`src/rtl/count_report.sv`:
```
// Snapshots a 32-bit event count and reports it as "0x%08X\r\n" over a byte valid/busy handshake.
// Optional build macro COUNT_REPORT_CLEAR_EN adds a one-cycle counter clear pulse after each snapshot.
module count_report #(
  parameter int unsigned UPDATE_PERIOD = 100000000
) (
  input  logic        i_clk,
  input  logic        i_reset,
  input  logic [31:0] i_count,
  input  logic        i_request,
  output logic        o_wr,
  output logic [7:0]  o_data,
  input  logic        i_busy,
  output logic        o_busy,
  output logic        o_clear
);

  localparam logic [31:0] TIMER_RELOAD = (UPDATE_PERIOD == 0) ? 32'd0 : 32'(UPDATE_PERIOD - 1);
  localparam logic [3:0]  LAST_INDEX   = 4'd11;

`ifdef COUNT_REPORT_CLEAR_EN
  localparam logic CLEAR_EN = 1'b1;
`else
  localparam logic CLEAR_EN = 1'b0;
`endif

  typedef enum logic {IDLE, SEND} state_t;

  state_t      state_q, state_d;
  logic [31:0] shadow_q, shadow_d;
  logic [3:0]  index_q, index_d;
  logic        pending_q, pending_d;
  logic        wr_q, wr_d;
  logic [7:0]  data_q, data_d;
  logic [31:0] timer_q, timer_d;
  logic        clear_q, clear_d;

  logic        expiry;
  logic        trigger;
  logic        accept;
  logic [3:0]  index_inc;

  assign expiry    = (UPDATE_PERIOD != 0) && (timer_q == 32'd0);
  assign trigger   = i_request || expiry;
  assign accept    = wr_q && !i_busy;
  assign index_inc = 4'(index_q + 4'd1);

  // Byte at a given position of the line; positions 2..9 walk the snapshot MS nibble first.
  function automatic logic [7:0] report_char(input logic [3:0] idx, input logic [31:0] value);
    logic [3:0] nib;
    logic [7:0] ch;
    nib = value[{3'(4'd9 - idx), 2'b00} +: 4];
    ch  = 8'h00;
    case (idx)
      4'd0:    ch = 8'h30;
      4'd1:    ch = 8'h78;
      4'd10:   ch = 8'h0D;
      4'd11:   ch = 8'h0A;
      default: begin
        if (idx <= 4'd9) begin
          ch = (nib < 4'd10) ? (8'h30 + {4'h0, nib}) : (8'h37 + {4'h0, nib});
        end
      end
    endcase
    return ch;
  endfunction

  always_comb begin
    state_d   = state_q;
    shadow_d  = shadow_q;
    index_d   = index_q;
    pending_d = pending_q;
    wr_d      = wr_q;
    data_d    = data_q;
    clear_d   = 1'b0;

    // Free-running period timer, independent of report activity.
    if (UPDATE_PERIOD == 0) begin
      timer_d = 32'd0;
    end else if (expiry) begin
      timer_d = TIMER_RELOAD;
    end else begin
      timer_d = timer_q - 32'd1;
    end

    case (state_q)
      IDLE: begin
        if (pending_q || trigger) begin
          state_d   = SEND;
          shadow_d  = i_count;
          index_d   = 4'd0;
          pending_d = 1'b0;
          wr_d      = 1'b1;
          data_d    = 8'h30;
          clear_d   = CLEAR_EN;
        end
      end
      SEND: begin
        // Triggers during a report collapse into a single follow-on report.
        if (trigger) begin
          pending_d = 1'b1;
        end
        if (accept) begin
          if (index_q == LAST_INDEX) begin
            state_d = IDLE;
            wr_d    = 1'b0;
          end else begin
            index_d = index_inc;
            data_d  = report_char(index_inc, shadow_q);
          end
        end
      end
      default: begin
        state_d = IDLE;
        wr_d    = 1'b0;
      end
    endcase
  end

  always_ff @(posedge i_clk) begin
    if (i_reset) begin
      state_q   <= IDLE;
      shadow_q  <= 32'd0;
      index_q   <= 4'd0;
      pending_q <= 1'b0;
      wr_q      <= 1'b0;
      data_q    <= 8'h00;
      timer_q   <= TIMER_RELOAD;
      clear_q   <= 1'b0;
    end else begin
      state_q   <= state_d;
      shadow_q  <= shadow_d;
      index_q   <= index_d;
      pending_q <= pending_d;
      wr_q      <= wr_d;
      data_q    <= data_d;
      timer_q   <= timer_d;
      clear_q   <= clear_d;
    end
  end

  assign o_wr    = wr_q;
  assign o_data  = data_q;
  assign o_busy  = (state_q == SEND);
  assign o_clear = clear_q;

endmodule

```
`config.mk`:
```
export PLATFORM = sky130hd
export DESIGN_NAME = count_report
export DESIGN_NICKNAME = d
export VERILOG_FILES = /design/src/rtl/count_report.sv
export SDC_FILE = /design/constraint.sdc
export NUM_CORES = 1
export LEC_CHECK = 0
export CORE_MARGIN = 3
export CORE_UTILIZATION = 49
export DETAILED_ROUTE_END_ITERATION = 8
export PLACE_DENSITY = 0.75
export SLEW_MARGIN = 0
export SYNTH_ARGS = -nofsm -noshare
export SYNTH_HDL_FRONTEND = slang
export SYNTH_SLANG_ARGS = --single-unit
```
`constraint.sdc`:
```
create_clock -name i_clk -period 3 [get_ports i_clk]
set_input_delay 0.75 -clock i_clk [delete_from_list [all_inputs] [get_ports i_clk]]
set_output_delay 0.75 -clock i_clk [all_outputs]
set_load 0.01 [all_outputs]
```
==> flow_metrics.env <==
export IMPL_hold_ws_ns=0.440
export IMPL_startpoint_type="flip-flop"
export IMPL_antenna_found_initial=0
export IMPL_critPathArrivalTime_ns=2.84
export IMPL_start_util_pct=51.5
export IMPL_async_flop_share_pct=0
export IMPL_cp_required_ns=3.23
export IMPL_clk_pin_slew_worst_paths_ns=0.08
export IMPL_layout_drive_gt1_share_pct=8.64
export IMPL_dominantRegCellSynth="dfxtp_1"
export IMPL_drc=0
export IMPL_grt_ovfl_total=0
export IMPL_instances_no_fill=562
export IMPL_fmax_mhz=384
export IMPL_maxCapViolations=0
export IMPL_dp_cells=547
export IMPL_postCtsHoldBufs=0
export IMPL_slew_headroom_pct=64.8
export IMPL_fin_tns_setup_ns=0
export IMPL_synth_edff_count=0
export IMPL_yosysWarnings=0
export IMPL_area_delta_synth_final_pct=20.4
export IMPL_firstDrtPassIters=4
export IMPL_rsz0062_at_grt="false"
export IMPL_drt_wl_total_mm=8.13
export IMPL_max_stage_delay_ns=0.49
export IMPL_fin_skew_ns=0.0114
export IMPL_total_power_mw=2.27
export IMPL_n_antenna_cell=0
export IMPL_post_drt_wl_per_cell_um=14.5
export IMPL_crit_chain="inv_1 > ha_1 > mux4_2 > nor2_1 > o32a_1 > nand2_1 > nor4bb_1 > or4_1"
export IMPL_grt_pass1_wl_mm=13.7
export IMPL_grtUsageTotal_pct=19.6
export IMPL_finalNetCount=503
export IMPL_core_mm2=0.00737
export IMPL_hpwl_mm=5.92
export IMPL_clock_path_buffers=2
export IMPL_worst_path_buf_inv=1
export IMPL_tritoncts="built"
export IMPL_critPathKind="flip-flop to flip-flop"
export IMPL_drv_slew=0
export IMPL_cts_root_buf="clkbuf_8"
export IMPL_grt_max_degree=40
export IMPL_synth_seq_cells=78
export IMPL_synthCells=413
export IMPL_hold_viol=0
export IMPL_p_per_area_mw_per_mm2=496
export IMPL_gp_congestion=0.902
export IMPL_ant_nets=0
export IMPL_rows=31
export IMPL_period_share_pct=86.9
export IMPL_setup_viol=0
export IMPL_die_h_um=94.0
export IMPL_cts_setup_buffers=0
export IMPL_fillers=631
export IMPL_fin_area_mm2=0.00457
export IMPL_synth_distinct_cells=59
export IMPL_critPathTopFamily="simple AND/OR/NAND/NOR gates"
export IMPL_clock_latency_ns=0.35
export IMPL_syn_area_mm2=0.00380
export IMPL_hold_path_class="flip-flop to flip-flop"
export IMPL_place_area_mm2=0.00434
export IMPL_htree_levels=3
export IMPL_final_util_pct=62.1
export IMPL_num_io_pins=47
export IMPL_cp_max_fo=8
export IMPL_place_ws_ns=0.420
export IMPL_avgSynthCellArea_um2=9.19
export IMPL_die_area_mm2=0.00884
export IMPL_cts_sinks=78
export IMPL_first_global_vias=2894
export IMPL_crit_path_end_kind="flip-flop"
export IMPL_via_per_inst=5.48
export IMPL_cpMaxStageDelayCell="or4_1"
export IMPL_ir_drop_mv=0.322
export IMPL_power_leakage_nw=1.70
export IMPL_status="complete, no violations"
export IMPL_drt_iter0_markers=139
export IMPL_numCtsBuffers=9
export IMPL_die_w_um=94.0
export IMPL_io_buffer_count=44
export IMPL_setup_ws_ns=0.394
export IMPL_ctsResizeCount=0
export IMPL_tightest_slew_ns=0.524
export IMPL_dr_total_vias=3079
export IMPL_period_needed_ns=2.61
export IMPL_ys_seq_area_share_pct=41.1
-- final timing paths --
kind                            depth (start not counted)        from          to  slack [ns]
worst max-delay path                                    8  index_q[1]   o_data[0]        0.39
worst min-delay path                                    1  timer_q[0]  timer_q[0]        0.44
worst max register to register                          8  index_q[1]   o_data[0]        0.39
worst min register to register                          1  timer_q[0]  timer_q[0]        0.44
-- state kept, by name, indices dropped and copies added, names as in the netlist --
name / flops
shadow_q: 32
timer_q: 32
o_data: 7
index_q: 4
o_busy: 1
o_wr: 1
pending_q: 1
-- metal layers --
metal,part of all wire (%),wire (um),track usage (%)
met1,49,3990,26.5
met2,46,3730,30.3
met3,3.4,276,4.09
met4,1.6,134,8.30
met5,0,0,0
-- layout make-up --
| class | count | area, um2 | share of cell area, % |
|---|---|---|---|
| Clock buffer | 9 | 124 | 2.71 |
| Clock inverter | 6 | 111 | 2.44 |
| Inverter | 6 | 22.5 | 0.492 |
| Multi-Input combinational cell | 308 | 2090 | 45.6 |
| Sequential cell | 78 | 1560 | 34.1 |
| Tap cell | 99 | 124 | 2.71 |
| Timing Repair Buffer | 56 | 543 | 11.9 |
-- power by group --
part           switching [mW]  total [mW]  internal, mW
Sequential             0.0245        1.10          1.07
Combinational           0.111       0.240         0.130
Clock                   0.383       0.931         0.548
Total                   0.518        2.27          1.75
-- cell families after synthesis --
| family | synth area share [%] |
|---|---|
| xor+xnor | 6.00 |
| mux | 13.5 |
| flops | 41.1 |
| other cells | 0.0988 |
| fa+ha+maj | 2.64 |
| simple gates | 22.9 |
| compound gates | 9.72 |
| buf+inv | 4.02 |
-- layout by cell type, fill, tap and decap left out, types with 2 or more instances in the layout --
cell             synthesis  final
or3_1                   11     11
o41ai_1                  3      3
a21oi_1                 14     14
inv_1                    6      6
clkbuf_8                 0      9
nand3_1                 15     15
mux2i_1                 39     39
nor3b_1                  2      2
mux2_2                   3      3
nand3b_1                 6      6
ha_1                     8      8
o311a_1                  2      2
clkdlybuf4s50_1          0     44
o2bb2ai_1                2      2
nand2_1                 27     27
a211oi_1                 3      3
xnor2_1                 16     16
nor2_1                  68     68
xor2_1                  10     10
mux4_2                   4      4
nand4_1                  3      3
buf_4                    3     11
dfxtp_1                 78     78
or4_1                    4      4
nor3_1                  13     13
conb_1                   1      2
nand2b_1                 4      4
bufinv_16                0      3
o21ai_0                 14     14
nor2b_1                  3      3
nor4_1                   5      5
-- synthesized netlist by cell type (3+ instances only) --
cell	count	share of area (%)
nor2_1	68	6.7
mux2i_1	39	10
xnor2_1	16	3.7
nand4_1	3	0.49
nand2b_1	4	0.66
o21ai_0	14	1.8
xor2_1	10	2.3
or4_1	4	0.79
nand3_1	15	2.0
buf_6	4	1.2
a21oi_1	14	1.8
nor4_1	5	0.82
nor2b_1	3	0.49
buf_2	4	0.53
mux2_2	3	0.89
ha_1	8	2.6
a211oi_1	3	0.59
nand3b_1	6	1.2
dfxtp_1	78	41
o41ai_1	3	0.69
or3_1	11	1.8
clkbuf_1	10	0.99
nor3_1	13	1.7
nand2_1	27	2.7
buf_4	3	0.59
inv_1	6	0.59
mux4_2	4	2.4
Power figures use the tool's default switching activity.
